### src/rtl/shift_add_mult.sv
// Sequential unsigned shift-and-add multiplier.
// Each RUN cycle consumes one multiplier bit. The ripple of full-adder cells adds the
// multiplicand into the upper half of the accumulator, and the accumulator then shifts right.
module shift_add_mult #(
  parameter int unsigned WIDTH = 8
) (
  input  logic                 clk_i,
  input  logic                 rst_i,
  input  logic                 start_i,
  input  logic [WIDTH-1:0]     a_i,
  input  logic [WIDTH-1:0]     b_i,
  output logic                 ready_o,
  output logic                 done_o,
  output logic [2*WIDTH-1:0]   product_o
);

  localparam int unsigned CW = $clog2(WIDTH);

  typedef enum logic [1:0] {
    S_IDLE,
    S_RUN,
    S_DONE
  } state_t;

  state_t               state_q, state_d;
  logic [WIDTH-1:0]     mcand_q, mcand_d;
  logic [2*WIDTH-1:0]   acc_q, acc_d;
  logic [2*WIDTH-1:0]   prod_q, prod_d;
  logic [CW-1:0]        cnt_q, cnt_d;

  logic [WIDTH-1:0]     addend;
  logic [WIDTH:0]       sum;

  // Ripple-carry chain of full-adder cells: upper accumulator half + gated multiplicand.
  always_comb begin
    logic c;
    addend = acc_q[0] ? mcand_q : '0;
    sum    = '0;
    c      = 1'b0;
    for (int unsigned i = 0; i < WIDTH; i++) begin
      sum[i] = acc_q[WIDTH+i] ^ addend[i] ^ c;
      c      = (acc_q[WIDTH+i] & addend[i]) | (c & (acc_q[WIDTH+i] ^ addend[i]));
    end
    sum[WIDTH] = c;
  end

  // Next-state and datapath updates; the last step loads the product register on entry to DONE.
  always_comb begin
    state_d = state_q;
    mcand_d = mcand_q;
    acc_d   = acc_q;
    cnt_d   = cnt_q;
    prod_d  = prod_q;
    case (state_q)
      S_IDLE, S_DONE: begin
        if (start_i) begin
          state_d = S_RUN;
          mcand_d = a_i;
          acc_d   = {{WIDTH{1'b0}}, b_i};
          cnt_d   = '0;
        end else begin
          state_d = S_IDLE;
        end
      end
      S_RUN: begin
        acc_d = {sum, acc_q[WIDTH-1:1]};
        cnt_d = cnt_q + 1'b1;
        if (cnt_q == CW'(WIDTH - 1)) begin
          state_d = S_DONE;
          prod_d  = {sum, acc_q[WIDTH-1:1]};
        end
      end
      default: state_d = S_IDLE;
    endcase
  end

  // State register with synchronous reset that dominates start.
  always_ff @(posedge clk_i) begin
    if (rst_i) begin
      state_q <= S_IDLE;
      mcand_q <= '0;
      acc_q   <= '0;
      cnt_q   <= '0;
      prod_q  <= '0;
    end else begin
      state_q <= state_d;
      mcand_q <= mcand_d;
      acc_q   <= acc_d;
      cnt_q   <= cnt_d;
      prod_q  <= prod_d;
    end
  end

  assign ready_o   = (state_q != S_RUN);
  assign done_o    = (state_q == S_DONE);
  assign product_o = prod_q;

endmodule

### config.mk
export PLATFORM = sky130hd
export DESIGN_NAME = shift_add_mult
export DESIGN_NICKNAME = d
export VERILOG_FILES = /design/src/rtl/shift_add_mult.sv
export SDC_FILE = /design/constraint.sdc
export NUM_CORES = 1
export LEC_CHECK = 0
export ABC_AREA = 1
export CAP_MARGIN = 20
export CORE_ASPECT_RATIO = 0.6
export CORE_MARGIN = 1.5
export CORE_UTILIZATION = 56
export CTS_CLUSTER_DIAMETER = 100
export DETAILED_ROUTE_END_ITERATION = 10
export GPL_ROUTABILITY_DRIVEN = 0
export PLACE_DENSITY = 0.81
export RECOVER_POWER = 100
export SLEW_MARGIN = 40
export SYNTH_ARGS = -nofsm -noshare
export SYNTH_HDL_FRONTEND = slang
export SYNTH_SLANG_ARGS = --single-unit
### constraint.sdc
create_clock -name clk_i -period 8.75 [get_ports clk_i]
set_input_delay 1.3125 -clock clk_i [delete_from_list [all_inputs] [get_ports clk_i]]
set_output_delay 1.3125 -clock clk_i [all_outputs]
set_load 0.05 [all_outputs]
# Yosys cells after proc, flatten, opt, wreduce, memory -nomap -nowiden
# Index checks and enable logic that the tools add are counted.
# Widths: inputs -> output; s select.
[op_classes]
add_sub_neg = 1
n_eq_ne = 6
mux = 8
n_bitwise = 37
reduce_logical = 6
[op_table]
columns = ["operator", "count"]
rows = [
  ["$pmux 16 s2", 1],
  ["$mux 16", 1],
  ["$and 1x1->1", 15],
  ["$xor 1x1->1", 15],
  ["$mux 8", 1],
  ["$or 1x1->1", 7],
  ["$pmux 3 s2", 1],
  ["$reduce_and 2->1", 3],
  ["$ne 2x2->1 const B", 2],
  ["$pmux 2 s2", 1],
  ["$add 3x1->3 const B", 1],
  ["$eq 3x3->1 const B", 1],
  ["$mux 3", 1],
  ["$eq 2x1->1 const B", 1],
  ["$eq 2x2->1 const B", 1],
  ["$logic_not 2->1", 1],
  ["$mux 2", 1],
  ["$ne 2x1->1 const B", 1],
  ["$reduce_bool 2->1", 1],
  ["$reduce_or 2->1", 1],
  ["$mux 1", 1],
]
[totals]
ff_bits = 45
output_inout_bits = 18

# Depth between registers and ports, before layout
# Gate-level depths: netlist of the first run.
[depth]
word_depth = 17
mapped_depth = 19

# Worst setup path after synthesis of the first run
# No wires, ideal clock.
[synth_timing]
path_type = "register -> register"
from = "reg acc_q[0]"
to = "reg acc_q[14]"
arrival_time_ns = 3.401
slack_ns = 5.217
path_stages_with_launch = 20
period_less_slack_ns = 3.533
path_cell_list = "dfxtp_1 > clkbuf_1 > nand2_1 > inv_1 > ha_1 > inv_1 > fa_1 > fa_1 > fa_1 > inv_1 > fa_1 > inv_1 > fa_1 > inv_1 > fa_1 > inv_1 > fa_1 > inv_1 > nand2_1 > a21oi_1"
[synth_via]
elab_chain_cells = 16
[synth_rtl]
columns = ["item", "line", "text"]
rows = [
  ["start, declared", "27", "logic [2*WIDTH-1:0] acc_q, acc_d;"],
  ["start signal, assigned", "82", "acc_q <= '0;"],
  ["start signal, assigned", "88", "acc_q <= acc_d;"],
  ["$mux 8 (*)", "37", "addend = acc_q[0] ? mcand_q : '0;"],
  ["$and 1x1->1 / $xor 1x1->1 (equally long branches)", "42", "c = (acc_q[WIDTH+i] & addend[i]) | (c & (acc_q[WIDTH+i] ^ addend[i]));"],
  ["$and 1x1->1", "42", ""],
  ["$or 1x1->1", "42", ""],
  ["$and 1x1->1", "42", ""],
  ["$or 1x1->1", "42", ""],
  ["$and 1x1->1", "42", ""],
  ["$or 1x1->1", "42", ""],
  ["$and 1x1->1", "42", ""],
  ["$or 1x1->1", "42", ""],
  ["$and 1x1->1", "42", ""],
  ["$or 1x1->1", "42", ""],
  ["$and 1x1->1", "42", ""],
  ["$or 1x1->1", "42", ""],
  ["$xor 1x1->1 (*)", "41", "sum[i] = acc_q[WIDTH+i] ^ addend[i] ^ c;"],
  ["$pmux 16 s2 (*)", "54", "case (state_q)"],
]
# Mark *: on every way between the ends. The rest lies on a longest branch, timed or not.
# A chain may end at the register's enable or synchronous reset.

==> summary by stage, run 1 <==
Run status
The flow ran to the end, and the final reports show no timing, DRC or antenna violations.

Routing
The number of DRC markers in iteration 0 is 100. Using the TritonRoute via totals, the vias-per-cell ratio works out to 5.19. Detailed routing inserted a total of 1766 vias. The total iterations of the first detailed-routing run is 4. The routed wire length is 4220 um. The remaining number of nets flagged by the antenna check after routing is 0. In the final routed layout, each cell accounts on average for 12.4 um.

The post-detailed-route DRC marker count is 0.

CTS
Counting along the longest clock path gives a buffer depth of 2. The TritonCTS buffer count is 5. At the later pin of the worst-skew pair, clock insertion delay measures 0.30 ns. In this run the number of H-tree levels came out at 2. After clock tree synthesis, the clock-pin slew on the worst setup and hold paths is 0.09 ns. TritonCTS built the clock tree. The master cell of the clock root buffer is clkbuf_8. After clock tree synthesis, the repair step resized 0 gates.

The clock drives 45 sinks. In this run, post-CTS hold repair placed 0 buffers. The post-CTS repair timing setup buffer count is 0.

Critical path
STA puts the critical path data arrival time at 3.98 ns. The startpoint of the worst-slack reg-to-reg timing path is acc_q[0]. The critical path class is input pin to flip-flop.

The worst setup path is captured at a flip-flop. At the worst endpoint, the required time is 9.00 ns. The reg-to-reg endpoint is acc_q[14]. Along the worst path, the maximum fanout reaches 34. Counting cells, the worst reg-to-reg path comes to 18.

STA classifies the critical path startpoint as an input pin. The worst-case register-to-register setup slack is 5.03 ns.

Pwr
The power per cell area is 163 nW/um^2. In this run the power spent charging and discharging nets is 107 uW. The sequential share of power is 55.5%. The cell-internal power is 288 uW.

The proportion of power drawn by combinational gates is 12.5%. Net switching is 27.1% of the power. The part of the power in the clock network is 32.1%. The leakage power total is 0.00111 uW. The worst-case IR drop observed on VDD is 0.122 mV.

Finish
The area growth from synthesis to layout is 16.6%. The cell area after layout is 2430 sq um. The final net count is 323. The multi-input combinational cells in the finished layout cover a total of 886 sq um.

The footprint of the flip-flops and latches is 901 sq um. The number of fill cells in the layout is 311. In the final layout, the share of cells above drive strength 1 is 3.39%.

0 antenna diodes ended up in the layout.

Timing
Setup repair after global routing left no endpoint under its margin. The final-layout setup total negative slack is 0 ns. The final critical-path share of the clock period is 42.7%. The transition at the pin with the smallest max-transition slack is 1.31 ns. The final hold violation count is 0.

The number of slew-limit violations in the final report was 0. The final critical-path required period is 3.73 ns. The headroom to the max-slew limit is 12.1%. Across the routed clock network, the largest skew measured is 0.00698 ns.

Setup violations remaining at the end of the flow were counted as 0. Static timing analysis puts the maximum clock frequency at 268 MHz.

Yosys
The part of the Yosys area used for sequential elements is 43.3%. For this run, the number of Yosys warnings is 0. After Yosys synthesis, XOR and XNOR cells account for 0% of the synthesized area. Counting flops with a built-in enable in the synthesized netlist gives 0. The prevailing post-synth register cell is dfxtp_1.

The number of nets produced by synthesis is 295. The average instance in the mapped netlist occupies 7.83 sq um. After Yosys synthesis, full adders, half adders and majority gates account for 8.53% of the synthesized area. The dominant cell by count in the synthesized netlist is dfxtp_1. The commonest cells after synthesis are dfxtp_1 (45), nand2_1 (44), nand3_1 (39), inv_1 (36), nor2_1 (29). The area fraction in and, or, nand and nor cells after synthesis is 26.3%. The main combinational cell family by area after synthesis is simple AND/OR/NAND/NOR gates. Yosys attributes the largest share of cell area to dfxtp_1 (43%), nand3_1 (9.4%), nand2_1 (7.9%). The share of synthesized area in the top cell type comes to 43.3%. The largest area contributor in the synthesized netlist is dfxtp_1.

Counting flops and latches in the post-synthesis netlist gives 45. Summing the areas of all compound-gate instances in the mapped netlist gives 10.2% of the synthesized area. In this run the cell area of the synthesized design comes to 2080 sq um. The post-synthesis async set-or-reset flop share is 0%. The number of instances in the synthesized netlist is 266. After synthesis, the netlist uses 21 different library cells.

The share of synthesized area spent on multiplexers is 0%.

Global routing
The first global-routing pass estimated 7110 um of wire. Entering global routing, the biggest net connects 36 pins. The remaining global-route overflow is 0. Global routing consumed, over all layers together, 23.1% of the routing resources. The number of global-route vias before repair was 1550. The number of antenna violations at the first check in global routing is 0.

Die
Once the floorplan was initialized, standard cells occupied 61.2% of the core. The die height is 50.2 um. The die is 81.7 um wide. The region available for standard cell placement spans 3400 sq um. The total number of placement rows is 16. The floorplan step defined a die boundary enclosing 4100 sq um.

The I/O pin count is 37.

Place
The post-detailed-placement half-perimeter wirelength is 2770 um. The count of input and output buffers is 36. The placed instance area is 2400 sq um.

Flow run
Across the run, the number of max-cap violations was 0.

Min path
Along the worst hold path, the cell count comes to 2. The classification of the worst-slack hold path is flip-flop to flip-flop. In this run the most critical hold path is launched from product_o[0]. The sink of the worst hold path is product_o[0].
[sequential cells by signal, indices dropped and copies added (netlist names)]
| signal | flops |
|---|---|
| acc_q | 16 |
| cnt_q | 3 |
| mcand_q | 8 |
| product_o | 16 |
| state_q | 2 |
[worst max-delay path, cell delays in order]
cell and delay (ns):
dlygate4sd3_1 0.72, inv_1 0.79, nand3_1 0.68, inv_1 0.31
nand2_1 0.10, nand2_1 0.06
[layout make-up]
class	count	share of cell area, %
clock buffers	6	2.99
clock inverters	2	0.412
inverters	38	5.87
multi-input cells	168	36.5
flip-flops and latches	45	37.1
well taps	45	2.32
repair buffers	36	14.8
[kinds of logic (layout without fill, tap and decap cells)]
| logic type | after synthesis | count (layout) |
|---|---|---|
| simple gates | 123 | 123 |
| buf+inv | 53 | 82 |
| flops | 45 | 45 |
| compound gates | 35 | 35 |
| fa+ha+maj | 10 | 10 |
[power groups by stage]
stage	Combinational (uW)	Sequential (uW)	Clock [uW]
floorplan	40.2	221	0
global placement	50.3	223	0
detailed placement	50.8	224	0
CTS	51.1	219	127
global route	56.6	220	136
finish	49.3	219	127
[cell usage in the layout, fill, tap and decap left out]
cell / count
nand3_1: 40
fa_1: 7
o21ai_2: 2
clkbuf_1: 1
o21ai_0: 20
ha_1: 3
nand2_2: 1
a21oi_1: 13
clkbuf_8: 5
inv_1: 38
clkinv_2: 2
nor3_1: 6
nand3b_1: 1
clkdlybuf4s50_1: 16
dfxtp_1: 45
dlygate4sd3_1: 20
nand2_1: 45
nor2_1: 30
[per-layer routing]
| layer | part of all wire (%) | wire length (um) | global-route usage, % |
|---|---|---|---|
| met4 | 1.1 | 47 | 5.93 |
| met1 | 50 | 2120 | 32.6 |
| met5 | 0 | 0 | 0 |
| met2 | 42 | 1780 | 35.1 |
| met3 | 6.5 | 273 | 6.18 |
[stage by stage]
stage	power, uW	utilization (%)	instances	worst slack (ns)	hold slack, ns
4_1_cts	397	72.9	340	4.98	0.469
3_5_place_dp	274	70.5	332	5.06	0.458
3_3_place_gp	274	70.5	332	5.19	0.448
5_1_grt	413	71.4	340	4.78	0.494
2_1_floorplan	261	-	266	5.22	0.428
6_report	395	71.4	340	5.02	0.463
[how the worst max path moves through the flow]
stage	startpoint	end	slack (ns)	depth (start not counted)
after floorplan	acc_q[0]	acc_q[14]	5.22	19
after global placement	acc_q[0]	acc_q[14]	5.19	18
after detailed placement	acc_q[0]	acc_q[14]	5.06	18
after CTS	acc_q[0]	acc_q[14]	4.98	18
after global routing	rst_i	product_o[11]	4.78	6
final	rst_i	product_o[13]	5.02	6
Note: power is estimated with default switching activity, not from simulation.
==> run 2: changes to the inputs <==
CORE_UTILIZATION = 52   (was 56)
PLACE_DENSITY = 0.76   (was 0.81)
clock period = 3.7 ns   (was 8.75 ns; I/O delays follow)
==> run 2 against run 1 <==
Effect of this change:
- clock power increased by 130%
- sequential power grew 140%
- combinational power increased by 150%
- global-route usage shrank 1.3 points
- largest power group unchanged
==> summary by stage, run 2 (synthesis results as in run 1) <==
Finish
The final net count is 325. The library cells used most frequently in the layout, excluding fill and tap cells, are nand2_1 (45), dfxtp_1 (44), nand3_1 (39), inv_1 (37), nor2_1 (29). Fill cells in the final layout number 330.

The library cell used most frequently in the layout, excluding fill and tap cells, is nand2_1. The final core utilization is 65.7%. In the final layout, the share of cells above drive strength 1 is 4.71%. The finished cells cover 2460 sq um. The diode insertion count for antenna repair is 0. For this run, the number of standard cells in the final layout without fillers is 344. Compared with the post-synthesis result, the final layout area differs by 18.1%.

Place
The number of placed instances, taps included, is 336. The placed instances occupy a cell area of 2420 sq um. The count of input and output buffers is 36. Once detailed placement completed, the half-perimeter wirelength came to 2940 um.

CTS
The later pin in the worst-skew pair is clocked with a latency of 0.30 ns. The master cell of the clock root buffer is clkbuf_8. The number of setup buffers added after CTS is 0. The clock sink count is 45. TritonCTS built the clock tree. The post-cts sizing count is 0.

The clock passes through at most 2 buffers. The clock-pin slew on the worst setup and hold paths is 0.08 ns. The TritonCTS buffer count is 5.

The total number of H-tree levels is 2. The number of buffers inserted for hold repair after clock tree synthesis is 0.

Global routing
The number of global-route vias before repair is 1561. For this run the aggregate overflow at the end of global routing stands at 0. The number of antenna violations at the first check in global routing is 0.

The global routing usage summed across all routing layers is 21.8%. The first global-routing pass estimated 7330 um of wire. The maximum number of pins on one net before global-route repair is 36.

Run status
The run finished with clean final reports.

Die
After floorplanning, the core was sized to cover 3740 sq um. The die height is 52.0 um. After floorplanning, the core was divided into 17 placement rows. The horizontal die dimension is 84.7 um.

The floorplan step defined a die boundary enclosing 4410 sq um. Once the floorplan was initialized, standard cells occupied 55.6% of the core. The I/O pin count is 37.

Routing
The mean routed wirelength per cell is 12.7 um. Once detail routing completed, the nets flagged for antenna violations numbered 0. The final route contains 1726 vias. Using the TritonRoute via totals, the vias-per-cell ratio works out to 5.02. The total iterations of the first detailed-routing run is 6.

In the routed design, unresolved DRC markers number 0. The number of DRC markers in iteration 0 is 87. The routed wire length is 4370 um.

Timing
The largest clock skew in the final design is 0.00794 ns. Adding up every negative setup slack in the final design gives 0 ns. Measured against its own limit, the worst slew margin works out to 22.2%. The final hold violation count is 0.

The highest clock rate is 287 MHz. At the pin with the least slew margin, the transition time is 1.16 ns. In the finished design, the share of the clock period the worst path needs comes to 94.2%. The number of slew-limit violations in the final report is 0. Setup repair after global routing left no endpoint under its margin. The number of setup violations in the final report is 0. For the finished layout, the period the worst path requires is 3.48 ns.

Pwr
The power per cell area is 379 nW/um^2. The overall power after layout is 933 uW. VDD sags by at most 0.284 mV.

The analysis attributes to cell leakage a power of 0.00112 uW.

Critical path
The highest-delay cell along the critical path is fa_1. The most critical setup path has its startpoint at acc_q[0]. The dominant delay contributor by cell family on the critical path is adder cells. The launching element type of the critical path is a flip-flop. At the worst endpoint, the required time is 3.93 ns.

Data on the critical path arrives at its endpoint at 3.71 ns. The startpoint of the worst-slack reg-to-reg timing path is acc_q[0]. The sort of element at the end of the critical path is a flip-flop.

The highest net fanout along the worst path is 5. The number of buffers and inverters on the critical path is 7. The logic depth of the worst path, buffers included is 18.

Measured in cells, the most critical reg-to-reg path has a length of 18. The worst setup path is of the flip-flop to flip-flop kind. The signal on the critical path passes through nand2_1, inv_1, ha_1, inv_1, fa_1, fa_1, fa_1, inv_1, fa_1, inv_1, fa_1, inv_1, fa_1, inv_1, fa_1, inv_1, nand2_1, a21oi_1. The largest stage delay on the critical path is 0.44 ns.

Min path
The path class of the tightest hold or removal check is flip-flop to flip-flop. The cell count of the worst hold path is 2. The worst hold path begins at product_o[0].

Flow run
Across the run, the number of max-cap violations was 0.
run 2: changes by cell type in the layout (fill, tap and decap cells not counted), sizes merged:
cell	delta
buf	+2
run 2: power breakdown:
| group | total (uW) | internal [uW] | switching [uW] | leakage [uW] |
|---|---|---|---|---|
| clock network | 294 | 131 | 163 | 0.0000450 |
| logic | 123 | 47.7 | 75.0 | 0.000710 |
| registers | 516 | 505 | 11.5 | 0.000367 |
| total | 933 | 683 | 249 | 0.00112 |
run 2: tightest hold or removal path: stages, from the launching register on:
cell	delay (ns)
dfxtp_1	0.31
nand2_1	0.06
a21oi_1	0.05
run 2: final timing paths:
| path | endpoint | slack [ns] |
|---|---|---|
| worst max register to register | acc_q[14] | 0.22 |
| worst max-delay path | acc_q[14] | 0.22 |
| worst min-delay path | product_o[0] | 0.46 |
| worst min register to register | product_o[0] | 0.46 |
run 2: per-stage QoR:
| stage | setup WS [ns] | hold slack [ns] |
|---|---|---|
| 2_1_floorplan | 0.167 | 0.428 |
| 3_3_place_gp | 0.249 | 0.444 |
| 3_5_place_dp | 0.147 | 0.452 |
| 4_1_cts | 0.118 | 0.468 |
| 5_1_grt | 0.0597 | 0.486 |
| 6_report | 0.215 | 0.463 |
run 2: layout make-up:
class | count | area (sq um) | area share, %
clock buffers | 6 | 72.6 | 2.95
clock inverters | 2 | 10.0 | 0.407
inverters | 38 | 143 | 5.80
multi-input cells | 168 | 898 | 36.5
flip-flops and latches | 45 | 902 | 36.7
well taps | 47 | 58.8 | 2.39
repair buffers | 38 | 375 | 15.3
run 2: layer usage:
metal  GRT usage (%)  part of all wire, %  vias up
li1                -                    -      895
met1            30.5                   53      787
met2            33.9                   41       39
met3            5.40                  4.5        5
met4            5.65                 0.96        0
met5               0                    0        -
